$ cat config.mk
export PLATFORM = sky130hd
export DESIGN_NAME = int_issue_select_flat
export DESIGN_NICKNAME = d
export VERILOG_FILES = /design/src/rtl/int_issue_select_if.sv /design/src/rtl/int_issue_select.sv /design/src/flat_wrapper.sv
export SDC_FILE = /design/constraint.sdc
export NUM_CORES = 1
export LEC_CHECK = 0
export CAP_MARGIN = 20
export CORE_AREA = 2 2 199 201
export CTS_BUF_LIST = sky130_fd_sc_hd__clkbuf_4 sky130_fd_sc_hd__clkbuf_8
export CTS_CLUSTER_SIZE = 16
export DETAILED_ROUTE_END_ITERATION = 10
export DIE_AREA = 0 0 201 203
export PLACE_DENSITY = 0.56
export SLEW_MARGIN = 40
export SYNTH_ARGS = -nofsm -noshare
export SYNTH_HDL_FRONTEND = slang
export SYNTH_SLANG_ARGS = --single-unit
export TNS_END_PERCENT = 50
$ cat constraint.sdc
create_clock -name clk -period 11.1 [get_ports clk]
set_input_delay 3.33 -clock clk [delete_from_list [all_inputs] [get_ports clk]]
set_output_delay 3.33 -clock clk [all_outputs]
set_load 0.02 [all_outputs]
$ cat src/rtl/int_issue_select_if.sv
// rtl/int_issue_select_if.sv - payload types and integer issue queue snapshot interface
package int_issue_pkg;
  localparam int PREG_W      = 6;
  localparam int IMM_W       = 16;
  localparam int ALU_CTL_W   = 4;
  localparam int AL_ID_W     = 5;
  localparam int ISSUE_IDX_W = 6;

  typedef struct packed {
    logic [ISSUE_IDX_W-1:0] issue_index;
    logic [PREG_W-1:0]      src1;
    logic [PREG_W-1:0]      src2;
    logic [PREG_W-1:0]      dest;
    logic [IMM_W-1:0]       immediate;
    logic [ALU_CTL_W-1:0]   alu_ctl;
    logic                   is_branch;
    logic                   branch_pred_taken;
    logic                   uses_src1;
    logic                   uses_src2;
    logic                   uses_imm;
    logic                   uses_dest;
    logic [AL_ID_W-1:0]     active_list_id;
  } int_issue_payload_t;
endpackage

interface integer_issue_queue_ifc #(
  parameter int INT_QUEUE_SIZE = 8
);
  import int_issue_pkg::*;

  logic [INT_QUEUE_SIZE-1:0]                entry_available_bit;
  logic [INT_QUEUE_SIZE-1:0]                ready_bit_src1;
  logic [INT_QUEUE_SIZE-1:0]                ready_bit_src2;
  logic [INT_QUEUE_SIZE-1:0][PREG_W-1:0]    src1;
  logic [INT_QUEUE_SIZE-1:0][PREG_W-1:0]    src2;
  logic [INT_QUEUE_SIZE-1:0][PREG_W-1:0]    dest;
  logic [INT_QUEUE_SIZE-1:0][IMM_W-1:0]     immediate;
  logic [INT_QUEUE_SIZE-1:0][ALU_CTL_W-1:0] alu_ctl;
  logic [INT_QUEUE_SIZE-1:0]                is_branch;
  logic [INT_QUEUE_SIZE-1:0]                branch_pred_taken;
  logic [INT_QUEUE_SIZE-1:0]                uses_src1;
  logic [INT_QUEUE_SIZE-1:0]                uses_src2;
  logic [INT_QUEUE_SIZE-1:0]                uses_imm;
  logic [INT_QUEUE_SIZE-1:0]                uses_dest;
  logic [INT_QUEUE_SIZE-1:0][AL_ID_W-1:0]   active_list_id;

  modport in (
    input entry_available_bit, ready_bit_src1, ready_bit_src2,
    input src1, src2, dest, immediate, alu_ctl,
    input is_branch, branch_pred_taken,
    input uses_src1, uses_src2, uses_imm, uses_dest, active_list_id
  );
endinterface

$ cat src/rtl/int_issue_select.sv
// rtl/int_issue_select.sv - age-matrix oldest-ready select with a one-entry issue register
module int_issue_select
  import int_issue_pkg::*;
#(
  parameter int INT_QUEUE_SIZE       = 8,
  parameter int INT_QUEUE_SIZE_INDEX = 3
) (
  input  logic                                 clk,
  input  logic                                 rst,
  integer_issue_queue_ifc.in                   curr_int_queue,
  input  logic [1:0]                           alloc_valid,
  input  logic [1:0][INT_QUEUE_SIZE_INDEX-1:0] alloc_index,
  input  logic                                 flush,
  output logic                                 issue_valid,
  input  logic                                 issue_ready,
  output int_issue_payload_t                   issue_payload,
  output logic [INT_QUEUE_SIZE-1:0]            clear_mask,
  output logic [15:0]                          stall_cycles
);
  localparam int N = INT_QUEUE_SIZE;

  logic [N-1:0][N-1:0]             older_q, older_d;
  logic                            issue_valid_q, issue_valid_d;
  int_issue_payload_t              payload_q, payload_d;
  logic [N-1:0]                    clear_mask_q, clear_mask_d;
  logic [15:0]                     stall_q, stall_d;

  logic [N-1:0]                    occupied, occ_ext, cand, oldest, grant_oh;
  logic [INT_QUEUE_SIZE_INDEX-1:0] grant_idx, a;
  logic                            found, grant_en;
  int_issue_payload_t              sel;

  always_comb begin
    occupied = ~curr_int_queue.entry_available_bit;
    // The entry granted last cycle is still occupied in the snapshot until the queue sees clear_mask.
    cand = occupied & curr_int_queue.ready_bit_src1 & curr_int_queue.ready_bit_src2 & ~clear_mask_q;

    for (int i = 0; i < N; i++) begin
      oldest[i] = cand[i];
      for (int j = 0; j < N; j++) begin
        if (j != i && cand[j] && older_q[j][i]) oldest[i] = 1'b0;
      end
    end

    grant_oh  = '0;
    grant_idx = '0;
    found     = 1'b0;
    for (int i = 0; i < N; i++) begin
      if (oldest[i] && !found) begin
        grant_oh[i] = 1'b1;
        grant_idx   = INT_QUEUE_SIZE_INDEX'(i);
        found       = 1'b1;
      end
    end

    grant_en = found && (!issue_valid_q || issue_ready) && !flush;

    sel                   = '0;
    sel.issue_index       = ISSUE_IDX_W'(grant_idx);
    sel.src1              = curr_int_queue.src1[grant_idx];
    sel.src2              = curr_int_queue.src2[grant_idx];
    sel.dest              = curr_int_queue.dest[grant_idx];
    sel.immediate         = curr_int_queue.immediate[grant_idx];
    sel.alu_ctl           = curr_int_queue.alu_ctl[grant_idx];
    sel.is_branch         = curr_int_queue.is_branch[grant_idx];
    sel.branch_pred_taken = curr_int_queue.branch_pred_taken[grant_idx];
    sel.uses_src1         = curr_int_queue.uses_src1[grant_idx];
    sel.uses_src2         = curr_int_queue.uses_src2[grant_idx];
    sel.uses_imm          = curr_int_queue.uses_imm[grant_idx];
    sel.uses_dest         = curr_int_queue.uses_dest[grant_idx];
    sel.active_list_id    = curr_int_queue.active_list_id[grant_idx];

    // Slot 0 is folded into occ_ext before slot 1 so the slot 0 entry counts as older.
    older_d = older_q;
    occ_ext = occupied;
    a       = '0;
    if (flush) begin
      older_d = '0;
    end else begin
      for (int k = 0; k < 2; k++) begin
        if (alloc_valid[k]) begin
          a          = alloc_index[k];
          older_d[a] = '0;
          for (int j = 0; j < N; j++) begin
            older_d[j][a] = occ_ext[j] && (j != int'(a));
          end
          occ_ext[a] = 1'b1;
        end
      end
    end

    issue_valid_d = issue_valid_q;
    payload_d     = payload_q;
    clear_mask_d  = '0;
    if (flush) begin
      issue_valid_d = 1'b0;
    end else if (grant_en) begin
      issue_valid_d = 1'b1;
      payload_d     = sel;
      clear_mask_d  = grant_oh;
    end else if (issue_ready) begin
      issue_valid_d = 1'b0;
    end

    stall_d = stall_q;
    if (issue_valid_q && !issue_ready && stall_q != 16'hFFFF) stall_d = stall_q + 16'd1;
  end

  always_ff @(posedge clk or posedge rst) begin
    if (rst) begin
      older_q       <= '0;
      issue_valid_q <= 1'b0;
      payload_q     <= '0;
      clear_mask_q  <= '0;
      stall_q       <= '0;
    end else begin
      older_q       <= older_d;
      issue_valid_q <= issue_valid_d;
      payload_q     <= payload_d;
      clear_mask_q  <= clear_mask_d;
      stall_q       <= stall_d;
    end
  end

  assign issue_valid   = issue_valid_q;
  assign issue_payload = payload_q;
  assign clear_mask    = clear_mask_q;
  assign stall_cycles  = stall_q;
endmodule
$ cat src/flat_wrapper.sv
// flat-port wrapper written by rule: the top's interface ports become plain ports
module int_issue_select_flat import int_issue_pkg::*;
#(
  parameter int INT_QUEUE_SIZE       = 8,
  parameter int INT_QUEUE_SIZE_INDEX = 3
)
  (clk, rst, alloc_valid, alloc_index, flush, issue_valid, issue_ready, issue_payload, clear_mask, stall_cycles, curr_int_queue_entry_available_bit, curr_int_queue_ready_bit_src1, curr_int_queue_ready_bit_src2, curr_int_queue_src1, curr_int_queue_src2, curr_int_queue_dest, curr_int_queue_immediate, curr_int_queue_alu_ctl, curr_int_queue_is_branch, curr_int_queue_branch_pred_taken, curr_int_queue_uses_src1, curr_int_queue_uses_src2, curr_int_queue_uses_imm, curr_int_queue_uses_dest, curr_int_queue_active_list_id);
  integer_issue_queue_ifc #(.INT_QUEUE_SIZE(INT_QUEUE_SIZE)) curr_int_queue_i ();
  input  logic clk;
  input  logic rst;
  input  logic [1:0] alloc_valid;
  input  logic [1:0][INT_QUEUE_SIZE_INDEX-1:0] alloc_index;
  input  logic flush;
  output logic issue_valid;
  input  logic issue_ready;
  output int_issue_payload_t issue_payload;
  output logic [INT_QUEUE_SIZE-1:0] clear_mask;
  output logic [15:0] stall_cycles;
  input wire logic [$bits(curr_int_queue_i.entry_available_bit)-1:0] curr_int_queue_entry_available_bit;
  input wire logic [$bits(curr_int_queue_i.ready_bit_src1)-1:0] curr_int_queue_ready_bit_src1;
  input wire logic [$bits(curr_int_queue_i.ready_bit_src2)-1:0] curr_int_queue_ready_bit_src2;
  input wire logic [$bits(curr_int_queue_i.src1)-1:0] curr_int_queue_src1;
  input wire logic [$bits(curr_int_queue_i.src2)-1:0] curr_int_queue_src2;
  input wire logic [$bits(curr_int_queue_i.dest)-1:0] curr_int_queue_dest;
  input wire logic [$bits(curr_int_queue_i.immediate)-1:0] curr_int_queue_immediate;
  input wire logic [$bits(curr_int_queue_i.alu_ctl)-1:0] curr_int_queue_alu_ctl;
  input wire logic [$bits(curr_int_queue_i.is_branch)-1:0] curr_int_queue_is_branch;
  input wire logic [$bits(curr_int_queue_i.branch_pred_taken)-1:0] curr_int_queue_branch_pred_taken;
  input wire logic [$bits(curr_int_queue_i.uses_src1)-1:0] curr_int_queue_uses_src1;
  input wire logic [$bits(curr_int_queue_i.uses_src2)-1:0] curr_int_queue_uses_src2;
  input wire logic [$bits(curr_int_queue_i.uses_imm)-1:0] curr_int_queue_uses_imm;
  input wire logic [$bits(curr_int_queue_i.uses_dest)-1:0] curr_int_queue_uses_dest;
  input wire logic [$bits(curr_int_queue_i.active_list_id)-1:0] curr_int_queue_active_list_id;
  assign curr_int_queue_i.entry_available_bit = curr_int_queue_entry_available_bit;
  assign curr_int_queue_i.ready_bit_src1 = curr_int_queue_ready_bit_src1;
  assign curr_int_queue_i.ready_bit_src2 = curr_int_queue_ready_bit_src2;
  assign curr_int_queue_i.src1 = curr_int_queue_src1;
  assign curr_int_queue_i.src2 = curr_int_queue_src2;
  assign curr_int_queue_i.dest = curr_int_queue_dest;
  assign curr_int_queue_i.immediate = curr_int_queue_immediate;
  assign curr_int_queue_i.alu_ctl = curr_int_queue_alu_ctl;
  assign curr_int_queue_i.is_branch = curr_int_queue_is_branch;
  assign curr_int_queue_i.branch_pred_taken = curr_int_queue_branch_pred_taken;
  assign curr_int_queue_i.uses_src1 = curr_int_queue_uses_src1;
  assign curr_int_queue_i.uses_src2 = curr_int_queue_uses_src2;
  assign curr_int_queue_i.uses_imm = curr_int_queue_uses_imm;
  assign curr_int_queue_i.uses_dest = curr_int_queue_uses_dest;
  assign curr_int_queue_i.active_list_id = curr_int_queue_active_list_id;
  int_issue_select #(.INT_QUEUE_SIZE(INT_QUEUE_SIZE), .INT_QUEUE_SIZE_INDEX(INT_QUEUE_SIZE_INDEX)) u_core (.clk(clk), .rst(rst), .curr_int_queue(curr_int_queue_i), .alloc_valid(alloc_valid), .alloc_index(alloc_index), .flush(flush), .issue_valid(issue_valid), .issue_ready(issue_ready), .issue_payload(issue_payload), .clear_mask(clear_mask), .stall_cycles(stall_cycles));
endmodule
==> results of run 1 <==
metrics by stage:
step                std cells  total power, W  util (%)
floorplan                1149        0.001060         -
global placement         2098        0.001527     40.75
detailed placement       2102        0.001536     40.98
CTS                      2133        0.001992     42.02
global route             2133        0.002081     42.03
finish                   2133        0.001971     42.03
cell usage in the layout, fill, tap and decap left out, drive strengths merged, types with 10 or more instances in the layout:
cell type      Yosys  routed
a22oi             32      32
a21o              51      51
buf               52      29
mux2i            247     247
dfrtp            133     133
nand4             11      11
clkbuf            45      18
nand3             18      18
xnor2             12      12
nor2b             19      19
clkdlybuf4s50      0     503
nand2            113     113
and3              10      10
o21ai             28      28
nor3              29      29
o221ai            49      49
a21oi            108     108
nor2              97      97
cells by family (layout without fill, tap and decap cells):
logic type / count (synthesis) / count (layout) / share of synthesized area, %
AOI/OAI and AO/OA: 304 / 304 / 20.52
xor gates and xnor gates: 15 / 15 / 1.289
adders and majority gates: 1 / 1 / 0.1227
buffers and inverters: 101 / 567 / 4.823
DFF: 133 / 133 / 32.65
muxes: 251 / 251 / 24.69
other: 1 / 3 / 0.03678
and+or+nand+nor: 341 / 341 / 15.87
final cells by class:
type,instances,share of cell area [%]
multi-input combinational,915,39.83
timing repair buffer,532,32.96
sequential,133,20.59
tap,518,4.009
clock buffer,18,1.494
clock inverter,13,0.9829
inverter,4,0.1393
worst min path at each step:
| stage | end | slack, ns |
|---|---|---|
| after floorplan | u_core.older_q[5] | 0.49 |
| after global placement | u_core.issue_payload[51] | 0.46 |
| after detailed placement | u_core.issue_payload[51] | 0.46 |
| after CTS | u_core.issue_payload[51] | 0.50 |
| after global routing | u_core.stall_cycles[8] | 0.52 |
| final | u_core.issue_payload[51] | 0.50 |
state kept, by name, summed over array words and instances (netlist names):
name                  count
u_core.clear_mask         8
u_core.issue_payload     52
u_core.issue_valid        1
u_core.older_q           56
u_core.stall_cycles      16
power breakdown:
part	internal, W	switching [W]	total [W]
registers	0.000563	0.0000697	0.000632
clock network	0.000223	0.000221	0.000444
logic	0.000444	0.000451	0.000895
total	0.00123	0.000742	0.00197
layer usage:
| metal | up-vias | GRT usage (%) | wire length (um) |
|---|---|---|---|
| met5 | - | 0 | 0 |
| met4 | 0 | 4.497 | 726 |
| li1 | 5163 | - | - |
| met2 | 596 | 45.61 | 27260 |
| met3 | 54 | 8.844 | 5514 |
| met1 | 5459 | 32.68 | 22230 |
worst max-delay path, cell delays in order:
cell	delay (ns)
clkdlybuf4s50_1	0.66
nor4bb_1	0.56
buf_4	0.25
a21boi_0	0.19
nand4_1	0.21
nand2_1	0.18
nor2_1	0.12
nor2_4	0.46
buf_4	0.45
nand2_1	0.46
o221ai_1	0.35
a21o_1	0.12
==> results.txt, run 1 <==
----------------------------------------------------
[Floorplanning]
  Die boundary width ... 201 um
  Die Ht ... 203 um
  Core box area ... 38470 um2
  Die area ... between 40000 and 50000 um2
  I/O pin count ... 508
  Core Rows ... 72
  Starting density of the core ... 26.50%

[Synthesis]
  EDFF count, synth ... 0
  Area share of the largest cell type after synthesis ... between 30 and 40%
  Dominant cell by count in the synthesized netlist ... mux2i_1
  Post-synthesis instance area ... between 10000 and 15000 um2
  Post-synthesis sequential element count ... roughly 130
  Top flip-flop cell by instance count after synthesis ... dfrtp_1
  Synth Area per Inst ... 8.888 um2
  Synthesized netlist cell count ... 1147
  Yosys cell types ... 57
  FFs w/ async S/R, synth ... 100.0%
  Yosys Warn Count ... 0
  Sequential fraction of the synthesis area ... 32.65%
  Largest area contributor in the netlist ... dfrtp_1
  Cell types with the largest area share after synthesis ... dfrtp_1 33%, mux2i_1 24%, a21oi_1 5.3%
  Most instantiated cells after synthesis ... 247 x mux2i_1, 133 x dfrtp_1, 112 x nand2_1

[Global routing]
  Largest net degree at the start of global routing ... just under 80
  Sum of overflow across all layers after global routing ... 0
  Global-route wire length before repair ... 80.46 mm
  Via count of the first global-routing pass ... roughly 12k
  Gr usage total ... 26.54%
  Number of antenna violations at the first check in global routing ... 0

[Finish]
  Area overhead of the layout relative to synthesis ... 58.58%
  Ant. Diodes ... 0
  Post-layout nets ... 2032
  Cell area after layout ... approximately 16000 um2
  Area taken by multi-input logic gates ... 6439 um2
  Proportion of layout cells with a drive suffix above 1 ... roughly 5.7%
  Fill cell instance count of the final layout ... 3843
  Seq. cell area ... 3328 um2

[Placed design]
  Final weighted congestion in routability-driven placement ... 0.9638
  Hpwl dp ... 44.17 mm
  Worst setup timing slack at the placement stage ... about 3.7 ns
  I/O Buffers ... 504
  Cell Area, Placed ... 15760 um2

[Setup path]
  Capturing element type of the critical path ... register
  Critical path start-end classification ... in -> reg
  Depth of the worst register-to-register path ... 11
  Worst setup path start ... curr_int_queue_entry_available_bit[0]
  Destination of the critical timing path ... u_core.issue_payload[18]
  Worst R2R Setup Slack ... about 7.3 ns
  Biggest fanout along the worst timing path ... 26
  Startpoint Class ... input port
  Worst R2R End ... u_core.issue_payload[18]
  Required time of the critical path ... 11.52 ns
  Arrival time reported for the critical path endpoint ... 7.35 ns
  Critical register-to-register path startpoint ... u_core.clear_mask[0]

[STA]
  Hold violation count in the final report ... 0
  Least setup slack across all paths after layout ... 4.166 ns
  Worst hold slack across all endpoints ... 0.4957 ns
  Number of pins exceeding their max-slew limit in the final report ... 0
  Tightest Pin Transition ... 0.8400 ns
  Highest clock frequency the design can meet ... 144.2 MHz
  Final Cycle Share ... 62.46%
  Final sum of negative setup slack ... 0 ns
  Final count of negative-setup-slack endpoints ... 0
  RSZ-0062 raised after global routing ... no
  Headroom to the max-slew limit ... 43.88%
  Post-layout minimum cycle time ... around 7 ns
  Setup Skew ... 0.01279 ns

[Detailed routing]
  Drc violations ... 0
  ANT nets after route ... 0
  WL per Instance ... 26.13 um
  Via total after detailed routing ... ~11k
  Iteration-0 DRC count of the detailed router ... about 1000
  WL final ... between 50 and 60 mm
  Via count normalized by instance count ... 5.285
  Router iterations before antenna repair ... 8

[Flow run]
  Total of max-cap violations ... 0

[Clocking]
  Cell chosen for the clock root ... clkbuf_8
  CTS tree ... done
  Depth of the CTS H-tree ... 4
  Clock sinks ... 133
  Gates resized, CTS repair ... 0
  Clock transition time at the flip-flop clock pins of the worst setup and hold paths ... 0.08 ns
  Clock insertion delay at the later pin of the skew report ... around 0.48 ns
  Number of buffers on the longest clock path ... 2
  # Post-CTS Setup Buffers ... 0
  Cts hold-fix bufs ... 0
  Number of buffers created by CTS ... 17

[Worst hold path]
  Worst hold path class ... reg -> reg
  Worst hold stages ... 1
  Min-Delay Startpoint ... u_core.issue_payload[51]

[Outcome]
  Result of the run ... finished, final reports clean

[Power]
  Leak Pwr ... 6.832 nW
  Largest vdd supply drop ... about 70 uV
  Power density over cell area ... around 120 nW/um2

----------------------------------------------------
Power figures use the tool's default switching activity.
==> inputs of run 2 (changes only) <==
--- a/config.mk
+++ b/config.mk
@@ -6,12 +6,12 @@
 export NUM_CORES = 1
 export LEC_CHECK = 0
 export CAP_MARGIN = 20
-export CORE_AREA = 2 2 199 201
+export CORE_AREA = 2 2 195 197
 export CTS_BUF_LIST = sky130_fd_sc_hd__clkbuf_4 sky130_fd_sc_hd__clkbuf_8
 export CTS_CLUSTER_SIZE = 16
 export DETAILED_ROUTE_END_ITERATION = 10
-export DIE_AREA = 0 0 201 203
-export PLACE_DENSITY = 0.56
+export DIE_AREA = 0 0 197 199
+export PLACE_DENSITY = 0.58
 export SLEW_MARGIN = 40
 export SYNTH_ARGS = -nofsm -noshare
 export SYNTH_HDL_FRONTEND = slang
==> constraint.sdc (replaced) <==
create_clock -name clk -period 6.7 [get_ports clk]
set_input_delay 2.01 -clock clk [delete_from_list [all_inputs] [get_ports clk]]
set_output_delay 2.01 -clock clk [all_outputs]
set_load 0.02 [all_outputs]
==> run 2 against run 1 <==
Effect of this change:
- register-to-register slack worse by 4.2 ns
- global-route usage hardly changed
- first-iteration DRC count is 5.8% lower
- die area down 3.9%
- sequential power is 68% higher
- worst setup slack got worse by 2.9 ns
- final cell count down 1.2%
- via count grew 1.7%
- final area up 0.19%
- non-clock buffer count increased by 16
==> results.txt, run 2 (synthesized netlist as in run 1, its figures left out) <==
----------------------------------------------------
[Clocking]
  # Post-CTS Setup Buffers ... 0 (unchanged)
  CTS tree ... done
  Cts hold-fix bufs ... 0 (unchanged)
  Number of buffers created by CTS ... 17 (unchanged)
  Clock transition time at the flip-flop clock pins of the worst setup and hold paths ... 0.08 ns (about the same)
  Cell chosen for the clock root ... clkbuf_8
  Number of buffers on the longest clock path ... 2 (unchanged)
  Clock insertion delay at the later pin of the skew report ... 0.48 ns (about the same)
  Depth of the CTS H-tree ... 4 (unchanged)
  Gates resized, CTS repair ... 0 (unchanged)
  Clock sinks ... 133 (unchanged)

[Floorplanning]
  Die boundary width ... 197 um (-2.0%)
  Core box area ... 37130 um2 (-3.5%)
  Die area ... 39200 um2 (-3.9%)
  I/O pin count ... 508 (unchanged)
  Core Rows ... 71 (-1.4%)
  Die Ht ... 199 um (-2.0%)
  Starting density of the core ... 27.45% (+0.95 points)

[Finish]
  Most frequent standard cell in the layout excluding fill and tap cells ... clkdlybuf4s50_1
  Cell area after layout ... 16200 um2 (+0.19%)
  Max FFs per register ... 56 (unchanged)
  Fill cell instance count of the final layout ... 3685 (-4.1%)
  Proportion of layout cells with a drive suffix above 1 ... 6.618% (+0.92 points)
  Area taken by multi-input logic gates ... 6422 um2 (-0.25%)
  Seq. cell area ... 3328 um2 (unchanged)
  Register with the most flip-flops ... u_core.older_q
  Leading cell types in the layout, fill and taps excluded ... 503 x clkdlybuf4s50_1, 247 x mux2i_1, 133 x dfrtp_1
  Area overhead of the layout relative to synthesis ... 58.87%
  Post-layout nets ... 2048 (+0.79%)
  Core occupancy in the finished layout ... 43.62% (+1.6 points)

[STA]
  RSZ-0062 raised after global routing ... no
  Tightest Pin Transition ... 0.8345 ns (-0.005540 ns)
  Number of pins exceeding their max-slew limit in the final report ... 0 (unchanged)
  Headroom to the max-slew limit ... 43.78% (-0.10 points)
  Post-layout minimum cycle time ... ~5.5 ns
  Setup Skew ... 0.01745 ns (+0.004662 ns)
  Worst hold slack across all endpoints ... 0.4972 ns (+0.001508 ns)
  Highest clock frequency the design can meet ... 182.9 MHz
  Final Cycle Share ... 81.61%
  Least setup slack across all paths after layout ... 1.232 ns (-2.935 ns)
  Hold violation count in the final report ... 0 (unchanged)
  Final sum of negative setup slack ... 0 ns (unchanged)
  Final count of negative-setup-slack endpoints ... 0 (unchanged)

[Global routing]
  Global-route wire length before repair ... 76.49 mm (-4.9%)
  Sum of overflow across all layers after global routing ... 0 (unchanged)
  Number of antenna violations at the first check in global routing ... 1 (+1)
  Largest net degree at the start of global routing ... 88 (+13%)
  Via count of the first global-routing pass ... 11.22k (-2.8%)
  Gr usage total ... 26.57% (+0.028 points)

[Detailed routing]
  Via count normalized by instance count ... 5.441 (+3.0%)
  Via total after detailed routing ... 11.47k (+1.7%)
  WL final ... 54.91 mm (-1.5%)
  Iteration-0 DRC count of the detailed router ... 937 (-5.8%)
  ANT nets after route ... 0 (unchanged)
  Router iterations before antenna repair ... 9 (+1)
  Drc violations ... 0 (unchanged)
  WL per Instance ... 26.06 um (-0.25%)

[Setup path]
  Critical path start-end classification ... in -> reg
  Biggest fanout along the worst timing path ... 30 (+15%)
  Required time of the critical path ... 7.07 ns (-4.45 ns)
  Capturing element type of the critical path ... register
  Arrival time reported for the critical path endpoint ... 5.84 ns (-1.51 ns)
  Startpoint Class ... input port

[Power]
  Sw Pwr ... 0.001246 W (+68%)
  Switching power share of the total ... 38.25% (+0.59 points)
  Internal ... 0.002012 W (+64%)
  Power share of the clock group ... 22.0% (-0.5 points)
  Power density over cell area ... 201.2 nW/um2 (+65%)
  Leak Pwr ... 6.885 nW (+0.78%)
  Sequential share of power ... 32.4% (+0.3 points)
  Largest vdd supply drop ... 116.4 uV (+66%)
  Comb pwr share ... 45.6% (+0.2 points)

[Placed design]
  Hpwl dp ... 43.86 mm (-0.71%)
  Worst setup timing slack at the placement stage ... 0.8010 ns (-2.933 ns)
  I/O Buffers ... 504 (unchanged)
  Final weighted congestion in routability-driven placement ... 0.9594 (-0.46%)
  Cell Area, Placed ... 15790 um2 (+0.18%)

[Worst hold path]
  Worst hold path class ... reg -> reg

[Outcome]
  Result of the run ... finished, final reports clean

[Flow run]
  Total of max-cap violations ... 0 (unchanged)

----------------------------------------------------
[run 2: changes by cell type in the layout (fill, tap and decap cells not counted), sizes merged]
cell,delta
buf,+16
bufinv,-1
clkinv,+1
diode,+1
inv,+1
[run 2: cell type report]
class,instances,share of cell area [%]
diodes,1,0.01545
clock buffers,18,1.491
clock inverters,14,0.9502
inverters,4,0.1390
multi-input cells,915,39.65
flip-flops and latches,133,20.55
well taps,474,3.662
repair buffers,548,33.54
[run 2: power by group through the flow]
stage	logic [W]	registers (W)	clock network, W
after global routing	0.00158	0.00107	0.000765
after floorplan	0.000589	0.00117	0
after global placement	0.00148	0.00107	0
final	0.00149	0.00106	0.000717
after detailed placement	0.00148	0.00107	0
after CTS	0.00149	0.00106	0.000735
[run 2: routing by layer]
layer | track usage, % | share of wire, %
met5 | 0 | 0
met4 | 8.104 | 2.6
met3 | 7.918 | 10
met2 | 43.07 | 47
met1 | 34.04 | 41
[run 2: final timing paths]
| path | slack [ns] | cells past startpoint | to | startpoint |
|---|---|---|---|---|
| setup reg to reg | 3.13 | 10 | u_core.issue_payload[39] | u_core.clear_mask[6] |
| min in group asynchronous | 2.04 | 2 | u_core.issue_payload[49] | rst |
| max in group asynchronous | 3.83 | 3 | u_core.older_q[7] | rst |
| hold / removal | 0.50 | 1 | u_core.issue_payload[51] | u_core.issue_payload[51] |
| setup / recovery | 1.23 | 12 | u_core.issue_payload[31] | curr_int_queue_entry_available_bit[7] |
| hold reg to reg | 0.50 | 1 | u_core.issue_payload[51] | u_core.issue_payload[51] |
[run 2: per-stage QoR]
stage          instances  power (W)
2_1_floorplan       1149   0.001756
3_3_place_gp        2074   0.002548
3_5_place_dp        2074   0.002551
4_1_cts             2106   0.003280
5_1_grt             2107   0.003416
6_report            2107   0.003258
[run 2: worst max-delay path, stage by stage]
cell	delay, ns
clkdlybuf4s50_1	0.69
nor4bb_1	0.45
buf_4	0.24
a22oi_1	0.10
and3_1	0.19
and3_1	0.21
or4_4	0.46
o22a_4	0.37
nand2_4	0.40
buf_4	0.33
o221ai_1	0.16
a21o_1	0.16
